[src/rtl/switch_pkg.sv]
// Shared definitions for the switch forwarding controller:
// FSM encoding, broadcast fill bit and port-address slicing.
package switch_pkg;

    localparam logic [2:0] ST_IDLE   = 3'd0;
    localparam logic [2:0] ST_DECODE = 3'd1;
    localparam logic [2:0] ST_WAIT   = 3'd2;
    localparam logic [2:0] ST_FWD    = 3'd3;
    localparam logic [2:0] ST_DROP   = 3'd4;

    typedef enum logic [2:0] {
        S_IDLE   = ST_IDLE,
        S_DECODE = ST_DECODE,
        S_WAIT   = ST_WAIT,
        S_FWD    = ST_FWD,
        S_DROP   = ST_DROP
    } state_t;

    // Broadcast address is this bit replicated across the address width.
    localparam logic BCAST_BIT = 1'b1;

    function automatic int unsigned port_lsb(
        input int unsigned idx,
        input int unsigned width
    );
        return idx * width;
    endfunction

endpackage

[src/rtl/switch_wdog.sv]
// Stall watchdog: reloaded on feed, counts down while armed and
// flags expiry in its last armed cycle; idles at zero when disarmed.
module switch_wdog
    import switch_pkg::*;
#(
    parameter int TIMEOUT = 16
) (
    input  logic clk,
    input  logic rst,
    input  logic arm,
    input  logic feed,
    output logic expire
);

    localparam int CW = $clog2(TIMEOUT + 1);

    logic [CW-1:0] cnt_q;
    logic [CW-1:0] cnt_d;

    always_comb begin
        cnt_d = cnt_q;
        if (feed) begin
            cnt_d = CW'(TIMEOUT);
        end else if (!arm) begin
            cnt_d = '0;
        end else if (cnt_q != '0) begin
            cnt_d = cnt_q - CW'(1);
        end
    end

    assign expire = arm && (cnt_q == CW'(1));

    always_ff @(posedge clk or posedge rst) begin
        if (rst) begin
            cnt_q <= '0;
        end else begin
            cnt_q <= cnt_d;
        end
    end

endmodule

[src/rtl/switch_fwd_ctrl.sv]
// Multi-port forwarding controller: decodes the header beat to an
// egress port set and streams the packet under per-port back-pressure.
module switch_fwd_ctrl
    import switch_pkg::*;
#(
    parameter int W_WIDTH   = 8,
    parameter int NUM_PORTS = 4,
    parameter int TIMEOUT   = 16,
    parameter bit BCAST_EN  = 1'b1
) (
    input  logic                           clk,
    input  logic                           rst,
    input  logic                           sw_en,
    input  logic                           sw_last,
    input  logic [W_WIDTH-1:0]             data_in,
    output logic                           sw_ready,
    input  logic [NUM_PORTS*W_WIDTH-1:0]   port_addr,
    input  logic [NUM_PORTS-1:0]           port_busy,
    output logic [NUM_PORTS-1:0]           wr_en,
    output logic [W_WIDTH-1:0]             data_out,
    output logic                           drop,
    output logic                           wd_timeout
);

    state_t               state_q;
    state_t               state_d;
    logic [W_WIDTH-1:0]   hdr_q;
    logic [W_WIDTH-1:0]   hdr_d;
    logic                 hdr_last_q;
    logic                 hdr_last_d;
    logic [NUM_PORTS-1:0] sel_q;
    logic [NUM_PORTS-1:0] sel_d;
    logic [NUM_PORTS-1:0] wr_en_q;
    logic [NUM_PORTS-1:0] wr_en_d;
    logic [W_WIDTH-1:0]   data_out_q;
    logic [W_WIDTH-1:0]   data_out_d;
    logic                 drop_q;
    logic                 drop_d;
    logic                 wd_timeout_q;
    logic                 wd_timeout_d;

    logic [NUM_PORTS-1:0] dec_sel;
    logic                 dec_hit;
    logic                 egress_free;
    logic                 ready;
    logic                 wd_arm;
    logic                 wd_feed;
    logic                 wd_expire;

    assign egress_free = ~|(port_busy & sel_q);

    // Lowest matching index wins; broadcast overrides any match.
    always_comb begin
        dec_sel = '0;
        dec_hit = 1'b0;
        for (int unsigned i = 0; i < NUM_PORTS; i++) begin
            if (!dec_hit &&
                port_addr[port_lsb(i, W_WIDTH) +: W_WIDTH] == hdr_q) begin
                dec_sel[i] = 1'b1;
                dec_hit    = 1'b1;
            end
        end
        if (BCAST_EN && hdr_q == {W_WIDTH{BCAST_BIT}}) begin
            dec_sel = '1;
            dec_hit = 1'b1;
        end
    end

    always_comb begin
        state_d      = state_q;
        hdr_d        = hdr_q;
        hdr_last_d   = hdr_last_q;
        sel_d        = sel_q;
        wr_en_d      = '0;
        data_out_d   = data_out_q;
        drop_d       = 1'b0;
        wd_timeout_d = 1'b0;
        wd_arm       = 1'b0;
        wd_feed      = 1'b0;
        ready        = 1'b0;

        unique case (state_q)
            S_IDLE: begin
                ready = 1'b1;
                if (sw_en) begin
                    hdr_d      = data_in;
                    hdr_last_d = sw_last;
                    state_d    = S_DECODE;
                end
            end
            S_DECODE: begin
                sel_d = dec_sel;
                if (!dec_hit) begin
                    drop_d  = 1'b1;
                    state_d = hdr_last_q ? S_IDLE : S_DROP;
                end else begin
                    wd_feed = 1'b1;
                    state_d = S_WAIT;
                end
            end
            S_WAIT: begin
                wd_arm = 1'b1;
                // An issue in the expiry cycle still goes through.
                if (egress_free) begin
                    wr_en_d    = sel_q;
                    data_out_d = hdr_q;
                    if (hdr_last_q) begin
                        state_d = S_IDLE;
                    end else begin
                        wd_feed = 1'b1;
                        state_d = S_FWD;
                    end
                end else if (wd_expire) begin
                    drop_d       = 1'b1;
                    wd_timeout_d = 1'b1;
                    state_d      = S_DROP;
                end
            end
            S_FWD: begin
                wd_arm = 1'b1;
                ready  = egress_free;
                if (sw_en && egress_free) begin
                    wr_en_d    = sel_q;
                    data_out_d = data_in;
                    wd_feed    = 1'b1;
                    if (sw_last) begin
                        state_d = S_IDLE;
                    end
                end else if (wd_expire) begin
                    drop_d       = 1'b1;
                    wd_timeout_d = 1'b1;
                    state_d      = S_DROP;
                end
            end
            S_DROP: begin
                ready = 1'b1;
                if (sw_en && sw_last) begin
                    state_d = S_IDLE;
                end
            end
            default: begin
                state_d = S_IDLE;
            end
        endcase
    end

    always_ff @(posedge clk or posedge rst) begin
        if (rst) begin
            state_q      <= S_IDLE;
            hdr_q        <= '0;
            hdr_last_q   <= 1'b0;
            sel_q        <= '0;
            wr_en_q      <= '0;
            data_out_q   <= '0;
            drop_q       <= 1'b0;
            wd_timeout_q <= 1'b0;
        end else begin
            state_q      <= state_d;
            hdr_q        <= hdr_d;
            hdr_last_q   <= hdr_last_d;
            sel_q        <= sel_d;
            wr_en_q      <= wr_en_d;
            data_out_q   <= data_out_d;
            drop_q       <= drop_d;
            wd_timeout_q <= wd_timeout_d;
        end
    end

    switch_wdog #(
        .TIMEOUT (TIMEOUT)
    ) u_wdog (
        .clk    (clk),
        .rst    (rst),
        .arm    (wd_arm),
        .feed   (wd_feed),
        .expire (wd_expire)
    );

    // Hold the source off for the whole reset pulse.
    assign sw_ready   = ready & ~rst;
    assign wr_en      = wr_en_q;
    assign data_out   = data_out_q;
    assign drop       = drop_q;
    assign wd_timeout = wd_timeout_q;

endmodule

[config.mk]
export PLATFORM = sky130hd
export DESIGN_NAME = switch_fwd_ctrl
export DESIGN_NICKNAME = d
export VERILOG_FILES = /design/src/rtl/switch_pkg.sv /design/src/rtl/switch_wdog.sv /design/src/rtl/switch_fwd_ctrl.sv
export SDC_FILE = /design/constraint.sdc
export NUM_CORES = 1
export LEC_CHECK = 0
export ABC_AREA = 1
export BUFFER_PORTS_ARGS = -buffer_cell sky130_fd_sc_hd__buf_2
export CAP_MARGIN = 20
export CORE_UTILIZATION = 25
export DETAILED_ROUTE_END_ITERATION = 16
export MAX_ROUTING_LAYER = met4
export PLACE_DENSITY_LB_ADDON = 0.08
export SYNTH_ARGS = -nofsm -noshare
export SYNTH_HDL_FRONTEND = slang
export SYNTH_SLANG_ARGS = --single-unit
[constraint.sdc]
create_clock -name clk -period 1.7 [get_ports clk]
set_clock_uncertainty 0.15 [all_clocks]
set_input_delay 0.255 -clock clk [delete_from_list [all_inputs] [get_ports clk]]
set_output_delay 0.255 -clock clk [all_outputs]
set_load 0.02 [all_outputs]
=== Word-level counts from Yosys, hierarchy flattened ===
Index checks and enable logic that the tools add are counted.
W data, S select, Z words.

* Register bits: 35
* Input port bits: 48
* Output and inout port bits: 15
* Logic and storage cells: 89

* Add/sub/neg operators: 1
* Equal/unequal tests: 16
* Mux-type cells: 41
* Bitwise operators: 3
* Reduce and logical (&&, ||, !) cells: 19

{| class="wikitable"
|+ Operators with widths
! operator !! count
|-
| $eq A8 B8 Y1 || 4
|-
| $mux W3 || 8
|-
| $mux W1 || 17
|-
| $mux W8 || 2
|-
| $pmux W8 S2 || 1
|-
| $mux W5 || 3
|-
| $pmux W3 S5 || 1
|-
| $mux W4 || 3
|-
| $eq A8 B8 Y1 const B || 1
|-
| $ne A2 B2 Y1 const B || 4
|-
| $pmux W4 S2 || 1
|-
| $eq A3 B2 Y1 const B || 2
|-
| $logic_and A1 B1 Y1 || 6
|-
| $ne A3 B3 Y1 const B || 2
|-
| $pmux W1 S3 || 2
|-
| $reduce_and A3 Y1 || 2
|-
| $eq A5 B1 Y1 const B || 1
|-
| $reduce_bool A5 Y1 || 1
|-
| $sub A5 B1 Y5 const B || 1
|-
| $and A4 B4 Y4 || 1
|-
| $logic_not A1 Y1 || 4
|-
| $pmux W1 S2 || 2
|-
| $reduce_or A2 Y1 || 2
|-
| $reduce_or A4 Y1 || 1
|-
| other kinds (8) || 8
|}

=== Longest topological paths before layout ===
Gate-level depths: netlist (run 1).

* Word-level depth: 15
* Mapped depth: 13
* Gate-level depth less buffers: 12

=== Cells and area by module ===
A second synthesis (run 1) with hierarchy kept.

* Cell total of the unflattened synthesis: 320
* Area, all modules: 2252.2 um^2

{| class="wikitable"
|+ By module, submodules not included
! module !! instances !! cells each !! area each (um^2) !! seq. area each (um^2)
|-
| switch_fwd_ctrl || 1 || 277 || 1929.4 || 750.7
|-
| switch_wdog || 1 || 43 || 322.8 || 125.1
|}

=== Least setup slack after synthesis (run 1) ===
Ideal clock, no wire load.

* Path kind: reg-to-output
* Start: register state_q[2]
* End: output port sw_ready
* Data arrival time: 1397 ps
* Required time: 1295 ps
* Setup slack: -102 ps
* Stages on the path, launching flop included: 7
* Buffers on the path: 1
* Cells stage by stage: dfrtp_1 > nor2_4 > inv_4 > nor2_8 > buf_2 > nand2_1 > a21oi_1

* Cells in the longest elaborated chain, start to end: 4
* Elaborated cells on any way between the ends: 6
* Those cells by class: eq/ne (2); mux (1); bitwise (1); reduce/logical (2)

{| class="wikitable"
|+ Ends and longest elaborated chain
! what !! RTL line !! RTL
|-
| from (decl) || switch_fwd_ctrl.sv:25 || <nowiki>state_t state_q;</nowiki>
|-
| from (signal assigned) || switch_fwd_ctrl.sv:158 || <nowiki>state_q <= state_d;</nowiki>
|-
| $eq A3 B3 Y1 / $logic_not A3 Y1 (equally long branches) || switch_fwd_ctrl.sv:82 || <nowiki>unique case (state_q)</nowiki>
|-
| $reduce_or A2 Y1 (no source line) || -- ||
|-
| $pmux W1 S2 * || switch_fwd_ctrl.sv:82 ||
|-
| $and A1 B1 Y1 * || switch_fwd_ctrl.sv:180 || <nowiki>assign sw_ready = ready & ~rst;</nowiki>
|-
| to (decl) || switch_fwd_ctrl.sv:16 || <nowiki>output logic sw_ready,</nowiki>
|}

Every way passes the cells marked *; elsewhere a longest branch is shown, timed or not.

=== Worst setup path after layout (run 1) ===
* Start: register sel_q[3]
* End: output port sw_ready

* Cells in the longest elaborated chain, start to end: 5

{| class="wikitable"
|+ Ends and longest elaborated chain
! what !! RTL line !! RTL
|-
| from (decl) || switch_fwd_ctrl.sv:31 || <nowiki>logic [NUM_PORTS-1:0] sel_q;</nowiki>
|-
| from (signal assigned) || switch_fwd_ctrl.sv:161 || <nowiki>sel_q <= sel_d;</nowiki>
|-
| $and A4 B4 Y4 || switch_fwd_ctrl.sv:50 || <nowiki>assign egress_free = ~|(port_busy & sel_q);</nowiki>
|-
| $reduce_or A4 Y1 || switch_fwd_ctrl.sv:50 ||
|-
| $logic_not A1 Y1 || switch_fwd_ctrl.sv:50 ||
|-
| $pmux W1 S2 || switch_fwd_ctrl.sv:82 ||
|-
| $and A1 B1 Y1 || switch_fwd_ctrl.sv:180 ||
|}

No other way between the ends.

==> impl_metrics.tcl, run 1 <==
set metrics [dict create \
    cts_buffers 5 \
    finalNetCount 539 \
    power_density_nw_per_um2 1540 \
    timing.final.crit_share 1.03 \
    total_leakage_power_uw 0.00201 \
    final_common_cell "nand2_1" \
    synth_flop_cell "dfrtp_1" \
    detailed_place.area_um2 3130 \
    synthDistinctLibCells 34 \
    startpoint_type "flip-flop" \
    layout_setup_ws_ns -0.0533 \
    vias 2519 \
    clk_latency_ns 0.29 \
    required_ns 1.29 \
    syn_to_final_growth_pct 37.9 \
    cp-end-kind "output pin" \
    port_buffers 62 \
    htree_levels 2 \
    cts_sinks 35 \
    drv_cap 0 \
    synth_seq_cells 35 \
    maxSlewHeadroom 0.694 \
    clock.fmax_mhz 570 \
    layout_common_cells "137 x nand2_1, 61 x buf_2, 60 x inv_1" \
    dieArea_um2 10600 \
    fin_crit_ns 1.75 \
    fin_setup_tns_ns -0.0633 \
    violations "setup timing" \
    hpwlAfterDp_um 5630 \
    cpMostUsedCell "buf_6" \
    clk_pin_slew_worst_paths_ns 0.08 \
    tritoncts "yes" \
    syn-cell-area_um2 2550 \
    die_y_um 103 \
    rows 36 \
    syn_area_per_cell_um2 6.53 \
    place_congestion 0.832 \
    hp-class "input pin to flip-flop" \
    ant_nets 0 \
    grt_max_degree 36 \
    cpMaxStageDelayCell "dfrtp_1" \
    finalHoldViolations 0 \
    drv_slew 0 \
    path_cells "inv_2, o22ai_2, nor2_2, buf_6, nand2_4, a21oi_4, buf_6" \
    run_status "complete, but fails checks" \
    ys_warn_count 0 \
    syn-num-nets 441 \
    finalSetupViolCount 2 \
    worstPathArrival_ns 1.35 \
    max-vdd-ir-drop_uv 389 \
    start_util 0.259 \
    critPathMaxStageDelay_ns 0.38 \
    rsz0062_at_grt "true" \
    io_pins 63 \
    final_cell_area_um2 3510 \
    cts.root.buffer_cell "clkbuf_8" \
    path_class "flip-flop to output pin" \
    core-area_um2 9820 \
    syn-instance-count 390 \
    fin_util 0.358 \
    drtPass1Iterations 4 \
    grt_antenna_before_repair 0 \
    tightest_slew_ns 0.459 \
    ff_latch_area_um2 887 \
    via_per_inst 4.05 \
    worstPathMaxFanout 2 \
    grt_overflow_total 0 \
    drc_errors 0 \
    clk_path_buf_depth 2 \
    grt_first_pass_wirelength_um 11200 \
    grt_usage 0.146 \
    die_w_um 103 \
    synth_edf_count 0 \
    post_drt_wl_per_cell_um 11.2 \
    multi_input_area_um2 1400 \
    grt_pass1_vias 2443 \
    n_antenna_cell 0 \
    async_flop_share 1.00 \
    num-fill-cells 1120 \
    totalWireLength_um 6970 \
    drt_iter0_markers 79 \
    drive_gt1_frac 0.364 \
    seq_area_frac_synth 0.344 \
]
## metal layers
layer | global-route usage | vias to the layer above | wire length (um)
li1 | - | 1363 | -
met1 | 0.172 | 1103 | 3290
met2 | 0.257 | 48 | 3400
met3 | 0.0244 | 5 | 223
met4 | 0.0390 | 0 | 65
met5 | - | - | 0
## power by group
group | internal [uW] | switching (uW) | total (uW)
clock | 475 | 314 | 789
sequential | 1180 | 349 | 1530
combinational | 1350 | 1720 | 3070
## registers in the layout (all words and copies together) (netlist names)
register and cells:
sel_q 4, wd_timeout 1, state_q 3, wr_en 4, hdr_last_q 1, drop 1, hdr_q 8, u_wdog.cnt_q 5
data_out 8
## synth_stat cells (2+ instances only)
library cell | instances | area (um2)
a21oi_1 | 3 | 15.0
a22oi_1 | 4 | 30.0
buf_2 | 3 | 15.0
buf_4 | 7 | 52.6
dfrtp_1 | 35 | 876
ha_1 | 3 | 37.5
inv_1 | 61 | 229
inv_2 | 14 | 52.6
nand2_1 | 143 | 537
nand2_2 | 2 | 12.5
nand3_1 | 11 | 55.1
nand4_1 | 6 | 37.5
nor2_1 | 37 | 139
nor2_2 | 6 | 37.5
o21ai_0 | 19 | 95.1
o21ai_2 | 6 | 52.6
o22ai_1 | 3 | 18.8
xnor2_1 | 3 | 26.3
xor2_1 | 9 | 78.8
## repair_timing
| action | 4_1_cts | 5_1_grt |
|---|---|---|
| gates resized for setup | 22 | 23 |
| setup endpoints to repair | 8 | 20 |
| hold buffers | 1 | 0 |
| pin swaps | 9 | 13 |
| endpoints found under the hold margin | 35 | 0 |
| setup buffers | 14 | 3 |
## cell type report
| cell class | count | share of cell area |
|---|---|---|
| Multi-Input combinational cell | 266 | 0.397 |
| Sequential cell | 35 | 0.252 |
| Timing Repair Buffer | 102 | 0.184 |
| Inverter | 78 | 0.0855 |
| Tap cell | 133 | 0.0474 |
| Clock buffer | 6 | 0.0235 |
| Clock inverter | 2 | 0.00997 |
## logic make-up after synthesis
| family | count (synthesis) | synth area share |
|---|---|---|
| compound gates | 38 | 0.0904 |
| xor+xnor | 12 | 0.0413 |
| fa+ha+maj | 3 | 0.0147 |
| buf+inv | 89 | 0.152 |
| flops | 35 | 0.344 |
| mux | 1 | 0.00442 |
| simple gates | 212 | 0.353 |
## metrics by stage
| stage | hold WS (ns) | std cells | total power, uW | setup WS (ns) |
|---|---|---|---|---|
| floorplan | 0.256 | 390 | 3360 | 0.0212 |
| global placement | 0.279 | 596 | 4210 | -0.132 |
| detailed placement | 0.278 | 596 | 4200 | -0.164 |
| CTS | 0.0536 | 619 | 5340 | -0.0706 |
| global route | 0.0551 | 622 | 5900 | -0.151 |
| finish | 0.0592 | 622 | 5390 | -0.0533 |
## critical path, delay by kind of cell, from the launching register on
kind / cells / cell delay (ns)
compound gates: 2 / 0.21
flops: 1 / 0.38
buf+inv: 3 / 0.30
simple gates: 2 / 0.17
## path summary, 6_finish.rpt
| check | from | to | slack, ns | depth (start not counted) |
|---|---|---|---|---|
| max | sel_q[3] | sw_ready | -0.05 | 7 |
| min | sw_last | hdr_last_q | 0.06 | 2 |
| max reg2reg | hdr_q[6] | sel_q[2] | -0.01 | 11 |
| min reg2reg | data_out[1] | data_out[1] | 0.34 | 2 |
| max in group asynchronous | rst | hdr_q[3] | 0.55 | 4 |
| min in group asynchronous | rst | data_out[6] | 0.49 | 4 |
Power figures use the tool's default switching activity.
==> run 2, diff against run 1 <==
Settings changed: ABC_AREA 1 to default.
==> impl_metrics.tcl, run 2 <==
set metrics [dict create \
    finalNetCount 367 \
    layout_common_cells "61 x buf_2, 43 x buf_4, 28 x dfrtp_1" \
    syn_area_per_cell_um2 10.0 \
    maxSlewHeadroom 0.677 \
    fin_crit_ns 1.85 \
    clk_latency_ns 0.29 \
    fin_setup_tns_ns -0.591 \
    ys_warn_count 0 \
    power_density_nw_per_um2 1370 \
    yosysMostFrequentCell "dfrtp_1" \
    grt_pass1_vias 1893 \
    via_per_inst 4.37 \
    place_congestion 0.784 \
    clock.fmax_mhz 540 \
    hp-class "input pin to flip-flop" \
    seq_area_frac_synth 0.415 \
    finalSetupViolCount 6 \
    grt_max_degree 36 \
    synth_seq_cells 35 \
    core-area_um2 8180 \
    drt_iter0_markers 68 \
    drive_gt1_frac 0.524 \
    final_common_cell "buf_2" \
    grt_use_met1 0.176 \
    critPathMaxStageDelay_ns 0.47 \
    drc_errors 0 \
    htree_levels 2 \
    ys_top_cells_by_count "35 x dfrtp_1, 24 x xor2_1, 17 x nor2_1, 14 x nand2_1, 12 x o21ai_0" \
    synth_top_area_share 0.415 \
    layout_setup_ws_ns -0.152 \
    worstPathMaxFanout 5 \
    detailed_place.area_um2 2750 \
    grt_first_pass_wirelength_um 9270 \
    n_antenna_cell 0 \
    ant_nets 0 \
    finalHoldWorstSlack_ns 0.0526 \
    worstPathArrival_ns 1.88 \
    drtPass1Iterations 4 \
    synth_flop_cell "dfrtp_1" \
    synthDistinctLibCells 36 \
    use_met2 0.239 \
    io_pins 63 \
    max-vdd-ir-drop_uv 657 \
    syn-num-nets 262 \
    syn-cell-area_um2 2110 \
    dieArea_um2 8810 \
    clk_pin_slew_worst_paths_ns 0.08 \
    start_util 0.258 \
    die_w_um 93.9 \
    cts_sinks 35 \
    total_leakage_power_uw 0.00156 \
    grt_usage 0.144 \
    cts_buffers 5 \
    drv_cap 0 \
    rsz0062_at_grt "true" \
    vias 1845 \
    final_cell_area_um2 3140 \
    drv_slew 0 \
    grt_antenna_before_repair 0 \
    tightest_slew_ns 0.485 \
    num-fill-cells 844 \
    die_y_um 93.9 \
    startpoint_type "flip-flop" \
    async_flop_share 1.00 \
    post_drt_wl_per_cell_um 13.9 \
    fin_util 0.385 \
    rows 33 \
    path_class "flip-flop to flip-flop" \
    violations "setup timing" \
    clk_path_buf_depth 2 \
    syn-instance-count 211 \
    port_buffers 62 \
    busiest_layer "met2" \
    finalHoldViolations 0 \
    path_cells "xor2_1, nor4_1, nand2_1, and4b_4, a211o_1" \
    synth_top_area_cell "dfrtp_1" \
    syn_to_final_growth_pct 49.0 \
    cp-end-kind "flip-flop" \
    totalWireLength_um 5880 \
    tritoncts "yes" \
    synthTopCellsByArea "dfrtp_1 41%, xor2_1 10%, mux2_2 5.3%" \
    run_status "complete, but fails checks" \
    cts.root.buffer_cell "clkbuf_8" \
    p_total_uw 4320 \
    required_ns 1.73 \
    timing.final.crit_share 1.09 \
    cpMaxStageDelayCell "dfrtp_2" \
    use_met3 0.0251 \
    grt_overflow_total 0 \
    synth_edf_count 0 \
    hpwlAfterDp_um 4580 \
]
-- run 2: layer usage --
| metal | share of wire | routed length, um |
|---|---|---|
| met1 | 0.46 | 2690 |
| met2 | 0.48 | 2850 |
| met3 | 0.037 | 219 |
| met4 | 0.020 | 116 |
| met5 | 0 | 0 |
-- run 2: cell families after synthesis --
family | synth area share
muxes | 0.0913
and+or+nand+nor | 0.173
buffers and inverters | 0.0634
adders and majority gates | 0.0178
DFF | 0.415
xor gates and xnor gates | 0.145
AOI/OAI and AO/OA | 0.0942
-- run 2: layout make-up --
class / count / area [um2] / area share
Clock inverter: 2 / 16.3 / 0.00517
Multi-Input combinational cell: 153 / 1250 / 0.398
Tap cell: 105 / 131 / 0.0418
Clock buffer: 6 / 82.6 / 0.0263
Inverter: 9 / 33.8 / 0.0107
Timing Repair Buffer: 112 / 743 / 0.236
Sequential cell: 35 / 885 / 0.281
-- run 2: worst paths after layout --
path | from | endpoint | slack [ns] | cells after the start
setup reg to reg | hdr_q[5] | state_q[2] | -0.15 | 5
max in group asynchronous | rst | hdr_q[4] | 0.55 | 4
hold / removal | data_in[1] | hdr_q[1] | 0.05 | 2
hold reg to reg | data_out[1] | data_out[1] | 0.34 | 2
setup / recovery | hdr_q[5] | state_q[2] | -0.15 | 5
min in group asynchronous | rst | wr_en[3] | 0.47 | 4
-- run 2: what timing repair did --
action,4_1_cts,5_1_grt
gates cloned,0,0
pin swaps,10,10
endpoints found under the setup margin,9,15
gates resized for setup,17,25
endpoints found under the hold margin,35,0
setup buffers,5,10
hold buffers,1,0
-- run 2: per-stage QoR --
step / worst slack, ns / std cells
floorplan: -0.0344 / 211
global placement: -0.179 / 399
detailed placement: -0.182 / 399
CTS: -0.147 / 412
global route: -0.198 / 422
finish: -0.152 / 422
-- run 2: critical path: cells and delay by family, from the launching register on --
| kind | cells | cell delay [ns] |
|---|---|---|
| flip-flops | 1 | 0.47 |
| XOR/XNOR | 1 | 0.16 |
| AO/OA/AOI/OAI | 1 | 0.25 |
| AND/OR/NAND/NOR | 3 | 0.71 |
-- run 2: where the power goes --
group / internal (uW) / switching (uW)
Clock: 331 / 336
Combinational: 1240 / 1040
Sequential: 1080 / 294
==> run 3, diff against run 2 <==
Settings changed: CORE_ASPECT_RATIO from default to 2.
Clock period 1.7 ns to 2.3 ns, I/O delays scaled along.
==> impl_metrics.tcl, run 3 (synthesis gave the netlist of run 2 again) <==
set metrics [dict create \
    cp_top_family "compound AO/OA/AOI/OAI gates" \
    dieArea_um2 8840 \
    finalHoldViolations 0 \
    path_cells "a22oi_1, and2_1, a31oi_1, nor2_1, buf_2" \
    max-vdd-ir-drop_uv 495 \
    drv_slew 0 \
    drc_errors 0 \
    die_w_um 67.0 \
    grt_usage 0.151 \
    cts_buffers 5 \
    drive_gt1_frac 0.347 \
    drt_iter0_markers 38 \
    core-area_um2 8230 \
    grt_overflow_total 0 \
    drv_cap 0 \
    clk_path_buf_depth 2 \
    clk_latency_ns 0.28 \
    hp-class "input pin to asynchronous set/reset pin" \
    maxSlewHeadroom 0.669 \
    ctsHoldBuffers 0 \
    cts_sinks 35 \
    layout_setup_ws_ns 0.177 \
    worstPathMaxFanout 3 \
    run_status "complete, no violations" \
    num-fill-cells 928 \
    p_total_uw 2780 \
    vias 1701 \
    cts_resized 0 \
    totalWireLength_um 5840 \
    finalSetupViolCount 0 \
    final_common_cell "buf_2" \
    die_y_um 132 \
    tritoncts "yes" \
    drtPass1Iterations 4 \
    layout_common_cells "62 x buf_2, 35 x dfrtp_1, 24 x xor2_1" \
    fin_setup_tns_ns 0 \
    fin_util 0.321 \
    power_density_nw_per_um2 1050 \
    rsz0062_at_grt "false" \
    n_antenna_cell 0 \
    multi_input_area_um2 1100 \
    total_leakage_power_uw 0.00129 \
    port_buffers 62 \
    timing.final.crit_share 0.923 \
    cpMaxStageDelayCell "dfrtp_1" \
    ant_nets 0 \
    htree_levels 2 \
    start_util 0.256 \
    ff_latch_area_um2 876 \
    clk_pin_slew_worst_paths_ns 0.06 \
    via_per_inst 4.57 \
    rows 47 \
    cts.root.buffer_cell "clkbuf_16" \
    grt_pass1_vias 1875 \
    post_cts_buffers 0 \
    hpwlAfterDp_um 4720 \
    critPathBufInv 1 \
    finalNetCount 324 \
    grt_first_pass_wirelength_um 9360 \
    grt_max_degree 36 \
    startpoint_type "flip-flop" \
    clock.fmax_mhz 471 \
    syn_to_final_growth_pct 25.3 \
    post_drt_wl_per_cell_um 15.7 \
    grt_antenna_before_repair 0 \
    path_class "flip-flop to output pin" \
    critPathMaxStageDelay_ns 0.38 \
    worstPathArrival_ns 1.63 \
    fin_crit_ns 2.12 \
    cp-end-kind "output pin" \
    place_congestion 0.795 \
    tightest_slew_ns 0.491 \
    io_pins 63 \
    dp_slack_ns 0.307 \
    required_ns 1.80 \
]
run 3: cell types whose count changed in the layout (fill, tap and decap cells not counted), sizes merged:
cell         change
buf             -42
clkbuf           -1
clkinv           -1
clkinvlp         +1
dlygate4sd3      -1
inv              +1
run 3: worst paths after layout:
path                        startpoint          end  slack [ns]  cells after the start
max                           sel_q[0]     sw_ready        0.18                      5
min                                rst   state_q[0]        0.03                      3
max reg2reg                   hdr_q[5]   state_q[2]        0.36                      5
min reg2reg                data_out[7]  data_out[7]        0.33                      2
max in group asynchronous          rst     wr_en[1]        1.63                      3
min in group clk            data_in[6]     hdr_q[6]        0.15                      2
run 3: power breakdown:
part | switching, uW | internal [uW]
sequential | 282 | 785
combinational | 524 | 502
clock | 285 | 405
total | 1090 | 1690
run 3: worst reg2reg max path: cells and delay by family, from the launching register on:
kind / cells / cell delay, ns
and+or+nand+nor: 3 / 0.74
xor gates and xnor gates: 1 / 0.19
DFF: 1 / 0.49
AOI/OAI and AO/OA: 1 / 0.25
run 3: area by class of cell:
type                       count  area share
clock buffer                   5      0.0473
clock inverter                 3     0.00899
timing repair buffer          69       0.137
tap                           98      0.0464
inverter                       9      0.0128
sequential                    35       0.331
multi-input combinational    153       0.416
run 3: per-layer routing:
metal  wire (um)  up-vias  global-route usage
met5           0        -                   -
met4          91        0              0.0520
met3         175        6              0.0294
met2        3650       35               0.300
met1        1920      811               0.129
li1            -      849                   -
run 3: through the flow:
stage               hold WS, ns  area [um2]  cells
global route             0.0886        2650    372
global placement          0.315        2500    364
floorplan                 0.336        2110    211
CTS                      0.0469        2650    372
detailed placement        0.320        2500    364
finish                   0.0302        2650    372
